File: src/rtl/mux_rr_stream_if.sv
// mux_rr_stream_if: bundle of the N input streams and the single output stream
// of the round-robin stream multiplexer.
//   in_data   N_INPUTS*WIDTH  channel i beat in bits [i*WIDTH +: WIDTH]
//   in_valid  N_INPUTS        channel i offers a beat
//   in_last   N_INPUTS        channel i's beat ends its packet
//   in_ready  N_INPUTS        channel i's beat is accepted this cycle
//   out_data  WIDTH           registered output beat
//   out_valid 1               output register holds a beat
//   out_last  1               output beat ends its packet
//   out_sel   SEL_W           source channel of the output beat
//   out_ready 1               consumer accepts the output beat
// Modport master is the producer/consumer side, slave is the multiplexer.
interface mux_rr_stream_if #(
  parameter int WIDTH    = 8,
  parameter int N_INPUTS = 4
);
  localparam int SEL_W = $clog2(N_INPUTS);

  logic [N_INPUTS*WIDTH-1:0] in_data;
  logic [N_INPUTS-1:0]       in_valid;
  logic [N_INPUTS-1:0]       in_last;
  logic [N_INPUTS-1:0]       in_ready;
  logic [WIDTH-1:0]          out_data;
  logic                      out_valid;
  logic                      out_last;
  logic [SEL_W-1:0]          out_sel;
  logic                      out_ready;

  modport master (
    output in_data, in_valid, in_last, out_ready,
    input  in_ready, out_data, out_valid, out_last, out_sel
  );

  modport slave (
    input  in_data, in_valid, in_last, out_ready,
    output in_ready, out_data, out_valid, out_last, out_sel
  );
endinterface

File: src/rtl/mux_rr_stream.sv
// mux_rr_stream: N-input round-robin stream multiplexer with packet locking and
// a single registered output stage (1 beat/cycle, 1 clk accept-to-output).
//   clk  rising-edge clock
//   rst  asynchronous active-high reset
//   bus  mux_rr_stream_if.slave: input streams in, merged output stream out
module mux_rr_stream #(
  parameter int WIDTH    = 8,
  parameter int N_INPUTS = 4
) (
  input logic            clk,
  input logic            rst,
  mux_rr_stream_if.slave bus
);
  localparam int SEL_W = $clog2(N_INPUTS);
  localparam int IW    = SEL_W + 1;

  logic [WIDTH-1:0] chan_data [N_INPUTS];

  // Arbitration state
  logic [SEL_W-1:0] rr_ptr;
  logic             locked;
  logic [SEL_W-1:0] lock_ch;

  // Output stage registers
  logic [WIDTH-1:0] data_p1;
  logic             last_p1;
  logic [SEL_W-1:0] sel_p1;
  logic             vld_p1;

  logic             load_en;
  logic             grant_exists;
  logic [SEL_W-1:0] grant;
  logic             accept;
  logic [IW-1:0]    scan_idx;

  function automatic logic [SEL_W-1:0] next_ptr(input logic [SEL_W-1:0] ch);
    if (ch == SEL_W'(N_INPUTS - 1)) return '0;
    return ch + SEL_W'(1);
  endfunction

  for (genvar i = 0; i < N_INPUTS; i++) begin : g_unpack
    assign chan_data[i] = bus.in_data[i*WIDTH +: WIDTH];
  end

  assign load_en = !vld_p1 || bus.out_ready;

  // Locked: only the packet owner may proceed, even if it has a gap.
  // Unlocked: first requester at or after rr_ptr, wrapping around.
  always_comb begin
    grant_exists = 1'b0;
    grant        = '0;
    scan_idx     = '0;
    if (locked) begin
      grant        = lock_ch;
      grant_exists = bus.in_valid[lock_ch];
    end else begin
      for (int k = 0; k < N_INPUTS; k++) begin
        scan_idx = {1'b0, rr_ptr} + IW'(k);
        if (scan_idx >= IW'(N_INPUTS)) scan_idx = scan_idx - IW'(N_INPUTS);
        if (!grant_exists && bus.in_valid[scan_idx[SEL_W-1:0]]) begin
          grant_exists = 1'b1;
          grant        = scan_idx[SEL_W-1:0];
        end
      end
    end
  end

  assign accept      = load_en && grant_exists;
  assign bus.in_ready = accept ? (N_INPUTS'(1) << grant) : '0;

  // Stage p1: output register and arbitration state update
  always_ff @(posedge clk or posedge rst) begin
    if (rst) begin
      vld_p1  <= 1'b0;
      data_p1 <= '0;
      last_p1 <= 1'b0;
      sel_p1  <= '0;
      rr_ptr  <= '0;
      locked  <= 1'b0;
      lock_ch <= '0;
    end else if (load_en) begin
      if (accept) begin
        vld_p1  <= 1'b1;
        data_p1 <= chan_data[grant];
        last_p1 <= bus.in_last[grant];
        sel_p1  <= grant;
        if (bus.in_last[grant]) begin
          locked <= 1'b0;
          rr_ptr <= next_ptr(grant);
        end else begin
          locked  <= 1'b1;
          lock_ch <= grant;
        end
      end else begin
        vld_p1 <= 1'b0;
      end
    end
  end

  assign bus.out_data  = data_p1;
  assign bus.out_last  = last_p1;
  assign bus.out_sel   = sel_p1;
  assign bus.out_valid = vld_p1;
endmodule

File: src/flat_wrapper.sv
// flat-port wrapper written by rule: the top's interface ports become plain ports
module mux_rr_stream_flat 
#(
  parameter int WIDTH    = 8,
  parameter int N_INPUTS = 4
)
  (clk, rst, bus_in_data, bus_in_valid, bus_in_last, bus_out_ready, bus_in_ready, bus_out_data, bus_out_valid, bus_out_last, bus_out_sel);
  mux_rr_stream_if #(.WIDTH(WIDTH), .N_INPUTS(N_INPUTS)) bus_i ();
  input logic clk;
  input logic rst;
  input wire logic [$bits(bus_i.in_data)-1:0] bus_in_data;
  input wire logic [$bits(bus_i.in_valid)-1:0] bus_in_valid;
  input wire logic [$bits(bus_i.in_last)-1:0] bus_in_last;
  input wire logic [$bits(bus_i.out_ready)-1:0] bus_out_ready;
  output wire logic [$bits(bus_i.in_ready)-1:0] bus_in_ready;
  output wire logic [$bits(bus_i.out_data)-1:0] bus_out_data;
  output wire logic [$bits(bus_i.out_valid)-1:0] bus_out_valid;
  output wire logic [$bits(bus_i.out_last)-1:0] bus_out_last;
  output wire logic [$bits(bus_i.out_sel)-1:0] bus_out_sel;
  assign bus_i.in_data = bus_in_data;
  assign bus_i.in_valid = bus_in_valid;
  assign bus_i.in_last = bus_in_last;
  assign bus_i.out_ready = bus_out_ready;
  assign bus_in_ready = bus_i.in_ready;
  assign bus_out_data = bus_i.out_data;
  assign bus_out_valid = bus_i.out_valid;
  assign bus_out_last = bus_i.out_last;
  assign bus_out_sel = bus_i.out_sel;
  mux_rr_stream #(.WIDTH(WIDTH), .N_INPUTS(N_INPUTS)) u_core (.clk(clk), .rst(rst), .bus(bus_i));
endmodule
File: config.mk
export PLATFORM = sky130hd
export DESIGN_NAME = mux_rr_stream_flat
export DESIGN_NICKNAME = d
export VERILOG_FILES = /design/src/rtl/mux_rr_stream_if.sv /design/src/rtl/mux_rr_stream.sv /design/src/flat_wrapper.sv
export SDC_FILE = /design/constraint.sdc
export NUM_CORES = 1
export LEC_CHECK = 0
export ABC_AREA = 1
export BUFFER_PORTS_ARGS = -buffer_cell sky130_fd_sc_hd__buf_2
export CAP_MARGIN = 40
export CORE_MARGIN = 4
export CORE_UTILIZATION = 48
export CTS_CLUSTER_DIAMETER = 200
export DETAILED_ROUTE_END_ITERATION = 6
export PLACE_DENSITY = 0.79
export SYNTH_ARGS = -nofsm -noshare
export SYNTH_HDL_FRONTEND = slang
export SYNTH_SLANG_ARGS = --single-unit
File: constraint.sdc
create_clock -name clk -period 2.2 [get_ports clk]
set_input_delay 0.22 -clock clk [delete_from_list [all_inputs] [get_ports clk]]
set_output_delay 0.22 -clock clk [all_outputs]
set_load 0.01 [all_outputs]
# [Word level (Yosys, flattened, before mapping)]
# Index checks and enable logic that the tools add are counted.
[word_totals] reg_bits=17 output_inout_bits=16
[op_classes] addsub=8 order_cmp=11 n_eq_ne=1 shifts=1 mux=45 n_bitwise=2 reduce_logical=12
[op_table] cell="2-bit two-way mux" n=15
[op_table] cell="1-bit two-way mux" n=20
[op_table] cell="2-bit by 3-bit less-than comparator with 1-bit output, second input constant" n=6
[op_table] cell="8-bit binary-select mux with 2-bit select" n=1
[op_table] cell="8-bit two-way mux" n=2
[op_table] cell="1-bit binary-select mux with 2-bit select" n=6
[op_table] cell="3-bit >= comparator, second input constant" n=4
[op_table] cell="2-bit by 1-bit subtractor with 2-bit output, second input constant" n=4
[op_table] cell="2-bit by 2-bit adder with 3-bit output, second input constant" n=2
[op_table] cell="3-bit AND reduction" n=2
[op_table] cell="1-bit logical AND" n=4
[op_table] cell="1-bit logical NOT" n=4
[op_table] cell="4-bit two-way mux" n=1
[op_table] cell="1-bit by 2-bit left shift with 4-bit output, first input constant" n=1
[op_table] cell="2-bit by 1-bit adder with 3-bit output, second input constant" n=1
[op_table] cell="2-bit by 3-bit >= comparator with 1-bit output, second input constant" n=1
[op_table] cell="2-bit inverter with 3-bit output" n=1
[op_table] cell="2-bit by 1-bit adder with 2-bit output, second input constant" n=1
[op_table] cell="2-bit == test, second input constant" n=1
[op_table] cell="2-bit AND reduction" n=1
[op_table] cell="1-bit logical OR" n=1
[op_table] cell="1-bit inverter" n=1

# [Depth between registers and ports, before layout]
# Gate-level depths: netlist of run 1.
[logic_depth] depth_word=25 depth_mapped=18

# [Worst setup path after synthesis of run 1]
# No wires, ideal clock.
[synth_timing] path_type="flip-flop to output port" startpoint="register u_core.rr_ptr[0]" endpoint="output port bus_in_ready[0]" t_arrival_ns=1.782 path_slack_ns=0.198 path_stages_with_launch=17 cell_sequence="dfrtp_1 > buf_6 > nand2_1 > nand2_1 > nand2_1 > nand2_2 > nor2_4 > nand3_1 > nand2_1 > inv_1 > nand2_1 > nand2_2 > inv_2 > buf_2 > ha_1 > inv_1 > nor2_1"
[synth_between] elab_chain_len=21 elab_cells_between_ends=49 cone_classes="add/sub: 7; order compare: 4; shift: 1; mux: 30; reduce/logical: 7"
[synth_lines] element="start: declaration" line="mux_rr_stream.sv:20" rtl="logic [SEL_W-1:0] rr_ptr;"
[synth_lines] element="start signal: assignment" line="mux_rr_stream.sv:89" rtl="rr_ptr <= next_ptr(grant);"
[synth_lines] element="2-bit by 3-bit >= comparator with 1-bit output or 2-bit by 1-bit subtractor with 2-bit output (tied branches)" line="mux_rr_stream.sv:59" rtl="if (scan_idx >= IW'(N_INPUTS)) scan_idx = scan_idx - IW'(N_INPUTS);"
[synth_lines] element="2-bit two-way mux" line="mux_rr_stream.sv:59"
[synth_lines] element="2-bit two-way mux" line="mux_rr_stream.sv:53" rtl="if (locked) begin"
[synth_lines] element="1-bit binary-select mux with 2-bit select" line="mux_rr_stream.sv:60" rtl="if (!grant_exists && bus.in_valid[scan_idx[SEL_W-1:0]]) begin"
[synth_lines] element="1-bit two-way mux (not written as such)" line="mux_rr_stream.sv:60"
[synth_lines] element="1-bit two-way mux" line="mux_rr_stream.sv:60"
[synth_lines] element="1-bit two-way mux" line="mux_rr_stream.sv:53"
[synth_lines] element="1-bit logical NOT" line="mux_rr_stream.sv:60"
[synth_lines] element="[... 5 more ...]"
[synth_lines] element="1-bit two-way mux" line="mux_rr_stream.sv:60"
[synth_lines] element="1-bit two-way mux" line="mux_rr_stream.sv:53"
[synth_lines] element="1-bit logical NOT" line="mux_rr_stream.sv:60"
[synth_lines] element="1-bit logical AND" line="mux_rr_stream.sv:60"
[synth_lines] element="2-bit two-way mux or 1-bit two-way mux (tied branches)" line="mux_rr_stream.sv:60"
[synth_lines] element="2-bit two-way mux or 1-bit two-way mux (tied branches)" line="mux_rr_stream.sv:53"
[synth_lines] element="1-bit by 2-bit left shift with 4-bit output or 1-bit logical AND (tied branches)" line="mux_rr_stream.sv:69, mux_rr_stream.sv:68"
[synth_lines] element="4-bit two-way mux *" line="mux_rr_stream.sv:69" rtl="assign bus.in_ready = accept ? (N_INPUTS'(1) << grant) : '0;"
[synth_lines] element="end: declaration" line="flat_wrapper.sv:15" rtl="output wire logic [$bits(bus_i.in_ready)-1:0] bus_in_ready;"
# Mark *: on every way between the ends. The rest lies on a longest branch, timed or not. The select of a mux whose other input is x is not followed.

# [Worst setup path in the final report of run 1]
# Ends and elaborated chain as after synthesis.

==> summary.md, run 1 <==
| Metric | Value |
|---|---|
| Status | `finished, violations left` |
| Failing checks | `negative hold slack, negative setup slack` |
| Fin util | `80.0%` |
| Dpl cell area | `1790 µm²` |
| Final period util | `114%` |
| Core ar. | `2830 µm²` |
| Placed Cells | `324` |
| Initial core utilization | `51.8%` |
| Largest net degree at the start of global routing | `19` |
| Worst VDD drop | `0.00113 V` |
| Diode count | `0` |
| Mux cell area share after synthesis | `0%` |
| Vias in the first global route | `1649` |
| Setup slack at placement | `0.0589 ns` |
| Worst rel slew slack | `55.6%` |
| Initial DRC count | `147` |
| Syn Area/Cell | `6.23 µm²` |
| I/O pin cnt | `59` |
| P_leak | `1.25 nW` |
| Die Wd | `63.3 µm` |
| Post-route cell area | `2260 µm²` |
| Worst-path fanout max | `6` |
| Pwr per Cell Area | `2070 nW/µm²` |
| Sequential share of power | `12.8%` |
| GRT Total Usage | `21.2%` |
| Commonest cells after routing, fill and taps aside | `nand2_1, buf_2, nand2_2, nand3_1, buf_4` |
| Yosys warnings | `0` |
| Largest family of logic cells by synthesized area | `simple AND/OR/NAND/NOR gates` |
| First-pass iteration count of the detailed router | `6` |
| Detailed Place HPWL | `3.05 mm` |
| Routability congestion estimate | `0.875` |
| Hold Buf Count CTS | `0` |
| Clock group share of total power | `3.8%` |
| Vias per std cell | `5.36` |
| Critical path required time | `1.98 ns` |
| Final Max Tran Viols | `0` |
| CTS Buffer Depth | `2` |
| Final setup fails | `12` |
| Max frequency | `400 MHz` |
| Power Internal | `0.00213 W` |
| Hold Slack | `-0.00503 ns` |
| Synth Area in XOR/XNOR | `0%` |
| Fraction of layout cells with a size suffix above 1 | `51.7%` |
| Post-route DRC | `0` |
| Synth Area in Simple Gates | `51.4%` |
| Hold WC Path Type | `in2async` |
| GR Overflow Total | `0` |
| Die Ht | `63.3 µm` |
| Nature of the critical path startpoint | `register` |
| Via count | `1853` |
| Distinct cells, synth | `21` |
| H-tree depth | `1` |
| FF+latch count, synth | `17` |
| Top-area cell type share of the netlist area | `29.0%` |
| Crit. End Element | `output port` |
| Wire per inst | `14.7 µm` |
| Clock period minus worst slack | `2.50 ns` |
| Global-route wire length before repair | `7.07 mm` |
| Switching power | `0.00255 W` |
| Clock skew | `0.00428 ns` |
| Leading area contributor after synthesis | `dfrtp_1` |
| Number of max-cap violations | `0` |
| Die footprint | `4000 µm²` |
| Adder-cell share of the synthesized area | `3.42%` |
| Initial antenna violation count | `0` |
| Area grow syn2layout | `54.4%` |
| FP Rows | `19` |
| Most common cell after layout, fill and taps aside | `nand2_1` |
| Critical path class | `reg2out` |
| Comb power frac | `83.4%` |
| Cells after Synth | `235` |
| Final WL | `5.09 mm` |
| CTS root buf | `clkbuf_4` |
| Synthesized area | `1470 µm²` |
| RSZ-0062 raised after global routing | `yes` |
| Synth top area cells | `dfrtp_1, nand2_1, nand3_1` |
| Final hold violations | `10` |
| IO buf count | `58` |
| Final layout net count | `363` |
| Final non-filler cell total | `346` |
| Clock slew at reported path FFs | `0.11 ns` |
| Final worst slack | `-0.299 ns` |
| Syn_nets | `282` |
| CTS Buf Count | `3` |
| Crit path DAT | `2.28 ns` |
| CTS tree | `built` |
| Part of the Yosys area used for sequential elements | `29.0%` |
| Worst slew pin tran | `0.665 ns` |
| Sw frac | `54.5%` |
| Clock sink count | `17` |
| Compound-Gate Fraction of Synth Area | `4.87%` |
| Worst-Skew Late Latency | `0.30 ns` |
| ANT nets after route | `0` |
-- routing by layer --
layer | global-route usage (%) | part of all wire [%]
met3 | 3.20 | 6.1
met1 | 26.4 | 39
met2 | 38.9 | 52
met5 | 0 | 0
met4 | 3.77 | 2.0
-- final cells by class --
type	count	area, µm²
timing repair buffer	85	519
clock inverter	1	5.00
tap	31	38.8
multi-input combinational	184	1140
clock buffer	3	22.5
fill	191	567
inverter	25	106
sequential	17	427
-- kinds of logic after synthesis --
| group | Yosys count |
|---|---|
| flops | 17 |
| buf+inv | 34 |
| simple gates | 170 |
| compound gates | 10 |
| fa+ha+maj | 4 |
-- final timing paths --
| check | end | slack [ns] | from | depth (start not counted) |
|---|---|---|---|---|
| max | bus_in_ready[0] | -0.30 | u_core.rr_ptr[0] | 15 |
| min | u_core.bus.out_data[3] | -0.005 | rst | 2 |
| max reg2reg | u_core.bus.out_data[7] | -0.07 | u_core.rr_ptr[0] | 19 |
| min reg2reg | u_core.bus.out_data[4] | 0.49 | u_core.bus.out_data[4] | 2 |
| max in group asynchronous | u_core.rr_ptr[1] | 1.74 | rst | 2 |
| min in group clk | u_core.bus.out_valid | 0.16 | bus_out_ready | 2 |
-- power groups by stage --
stage | clock network, W | registers [W] | logic (W)
after detailed placement | 0 | 0.000590 | 0.00256
after global placement | 0 | 0.000588 | 0.00254
after global routing | 0.000201 | 0.000622 | 0.00422
after floorplan | 0 | 0.000614 | 0.00193
final | 0.000176 | 0.000601 | 0.00390
after CTS | 0.000178 | 0.000583 | 0.00295
-- flip-flops by register name, indices dropped and copies added (netlist names) --
name	cells
u_core.bus.out_valid	1
u_core.bus.out_last	1
u_core.bus.out_data	8
u_core.locked	1
u_core.bus.out_sel	2
u_core.rr_ptr	2
u_core.lock_ch	2
-- through the flow --
| step | setup TNS [ns] | total power [W] |
|---|---|---|
| finish | -1.21 | 0.00468 |
| detailed placement | 0 | 0.00315 |
| global route | -2.98 | 0.00505 |
| CTS | -0.578 | 0.00371 |
| global placement | 0 | 0.00313 |
| floorplan | 0 | 0.00255 |
-- critical path, stage by stage, from the launching register on --
cell and delay (ns):
dfrtp_1 0.44, inv_2 0.10, buf_4 0.15, nand2_4 0.07, nand2_2 0.06, o21ai_2 0.18
inv_2 0.08, nand3_1 0.10, nand3_2 0.07, nand2_2 0.09, nand2_4 0.09, inv_6 0.10
ha_4 0.13, inv_1 0.04, nor2_1 0.11, buf_2 0.17
-- cells in the mapped netlist --
cell type / n
o21ai_2: 1
nor2_1: 9
dfrtp_1: 17
a21oi_1: 1
buf_2: 4
nor2_4: 1
nand2_1: 105
nand3_2: 3
nand3_1: 41
inv_1: 17
buf_6: 3
inv_2: 7
o21ai_1: 2
buf_4: 2
inv_4: 1
o211ai_1: 1
nand2_2: 9
ha_1: 4
nand2_4: 2
o22ai_4: 1
o21ai_0: 4
-- what timing repair did --
action | in CTS | in global routing
setup endpoints to repair | 4 | 18
pin swaps | 4 | 27
resized for setup | 9 | 67
setup buffers | 15 | 3
cloned | 0 | 0
hold endpoints to repair | 0 | 0
(Power assumes the default switching activity.)
==> run 2, diff against run 1 <==
CORE_ASPECT_RATIO = 2   (was not set)
==> run 2 against run 1 <==
Net effect:
- the run ends with negative setup slack left
- global-route usage grew 1.1 points
- power decreased by 13%
- clock power is 38% higher
==> summary.md, run 2 (synthesized netlist as in run 1, its figures left out) <==
| Metric | Value |
|---|---|
| Final hold violations | `0` |
| Initial core utilization | `49.8%` |
| CTS tree | `built` |
| Status | `finished, violations left` |
| Crit path top cell by count | `nand2_2` |
| FILL cells | `273` |
| Pwr per Cell Area | `1980 nW/µm²` |
| Final period util | `108%` |
| Max frequency | `423 MHz` |
| Failing checks | `negative setup slack` |
| Nature of the critical path startpoint | `register` |
| Vias per std cell | `5.08` |
| Power Total | `0.00409 W` |
| Commonest cells after routing, fill and taps aside | `nand2_1, buf_2, nand3_1, buf_4, dfrtp_1` |
| WL met2 | `2.56 mm` |
| Clock sink count | `17` |
| Die footprint | `4050 µm²` |
| GR Overflow Total | `0` |
| Diode count | `0` |
| Critical path class | `reg2out` |
| CTS root buf | `clkbuf_8` |
| Worst slew pin tran | `0.658 ns` |
| Wire per inst | `13.0 µm` |
| Largest delay share family, worst path | `simple AND/OR/NAND/NOR gates` |
| Sw frac | `53.7%` |
| Worst VDD drop | `0.00128 V` |
| Hold Buf Count CTS | `0` |
| Die Ht | `86.1 µm` |
| Final layout net count | `355` |
| Worst reg2reg path depth | `17` |
| Setup slack at placement | `0.0628 ns` |
| ANT nets after route | `0` |
| Power Internal | `0.00189 W` |
| Worst-Skew Late Latency | `0.26 ns` |
| R2R Setup Slk | `0 ns` |
| Post-route DRC | `0` |
| Initial DRC count | `21` |
| Most common cell after layout, fill and taps aside | `nand2_1` |
| CP Buf/Inv Count | `4` |
| H-tree depth | `1` |
| Clock period minus worst slack | `2.37 ns` |
| Largest net degree at the start of global routing | `19` |
| TNS Setup | `-0.578 ns` |
| Worst rel slew slack | `56.1%` |
| First-pass iteration count of the detailed router | `4` |
| Hold WC Path Type | `in2async` |
| Critical Path Max Stage Delay | `0.46 ns` |
| Worst r2r dst | `u_core.lock_ch[1]` |
| P_leak | `1.18 nW` |
| Clock group share of total power | `5.9%` |
| Final WL | `4.38 mm` |
| Crit path DAT | `2.15 ns` |
| Global-route wire length before repair | `6.79 mm` |
| Core ar. | `2940 µm²` |
| Vias in the first global route | `1679` |
| CTS Buf Count | `3` |
| M1 WL | `1.48 mm` |
| Comb power frac | `79.1%` |
| Initial antenna violation count | `0` |
| Clock skew | `0.00952 ns` |
| Critical-path cell list | `buf_6 > nand2_2 > nand2_2 > nand2_2 > nand2_4 > nor2_4 > nand3_2 > nand2_1 > inv_2 > nand2_4 > nand2_8 > ha_1 > inv_1 > nor2_2 > buf_2` |
| RSZ-0062 raised after global routing | `yes` |
| Final setup fails | `4` |
| Clock slew at reported path FFs | `0.07 ns` |
| Switching power | `0.00219 W` |
| Final Max Tran Viols | `0` |
| I/O pin cnt | `59` |
| Die Wd | `47.1 µm` |
| Routability congestion estimate | `0.850` |
| Number of max-cap violations | `0` |
| Highest metal used | `met4` |
| Critical path required time | `1.98 ns` |
| Area grow syn2layout | `41.1%` |
| Fraction of layout cells with a size suffix above 1 | `42.0%` |
| FP Rows | `28` |
| Final worst slack | `-0.165 ns` |
| FF-to-FF Start | `u_core.rr_ptr[0]` |
| Met3 WL | `206 µm` |
| Largest register FFs | `8` |
| Detailed Place HPWL | `3.30 mm` |
| IO buf count | `58` |
| GRT Total Usage | `22.3%` |
| CP max stage cell | `dfrtp_2` |
| Via count | `1712` |
| Crit. End Element | `output port` |
| CTS Buffer Depth | `2` |
| Worst-path fanout max | `5` |
| Sequential share of power | `14.9%` |
-- run 2: cell count changes in the layout (fill, tap and decap cells not counted), sizes merged --
cell	previous run	this run
buf	85	77
clkbuf	3	4
clkinv	1	0
-- run 2: layer usage --
| layer | track usage, % | vias to the layer above |
|---|---|---|
| li1 | - | 879 |
| met1 | 20.4 | 757 |
| met2 | 43.7 | 60 |
| met3 | 3.15 | 16 |
| met4 | 8.82 | 0 |
| met5 | 0 | - |
-- run 2: repair_timing --
item,in CTS,in global routing
pin swaps,8,19
resized for setup,14,27
buffers inserted,7,3
endpoints found under the setup margin,4,9
-- run 2: power groups by stage --
| stage | registers (W) | logic, W | clock network, W |
|---|---|---|---|
| 5_1_grt | 0.000628 | 0.00357 | 0.000251 |
| 4_1_cts | 0.000599 | 0.00288 | 0.000244 |
| 3_5_place_dp | 0.000604 | 0.00258 | 0 |
| 2_1_floorplan | 0.000614 | 0.00193 | 0 |
| 3_3_place_gp | 0.000602 | 0.00254 | 0 |
| 6_report | 0.000611 | 0.00323 | 0.000242 |
-- run 2: worst max-delay path by stage --
stage,from,endpoint,cells past startpoint
final,u_core.rr_ptr[0],bus_in_ready[3],15
after global routing,u_core.rr_ptr[0],bus_in_ready[3],14
after CTS,u_core.rr_ptr[0],bus_in_ready[1],16
after detailed placement,u_core.rr_ptr[0],bus_in_ready[2],16
after global placement,u_core.rr_ptr[0],bus_in_ready[2],16
after floorplan,u_core.rr_ptr[0],bus_in_ready[0],16
-- run 2: through the flow --
step                      util [%]  instances  hold WS (ns)  cell area, µm²
after floorplan                  -        235         0.146            1470
after global placement        60.9        323         0.332            1790
after detailed placement      60.9        323         0.336            1790
after global routing          70.2        337         0.112            2070
final                         70.2        337        0.0391            2070
after CTS                     66.2        334        0.0583            1950
-- run 2: cell type report --
type	count	area, µm²	share of cell area [%]
multi-input combinational	184	1000	48.5
tap	30	37.5	1.82
inverter	25	109	5.27
sequential	17	428	20.7
clock buffer	4	45.0	2.18
timing repair buffer	77	444	21.5
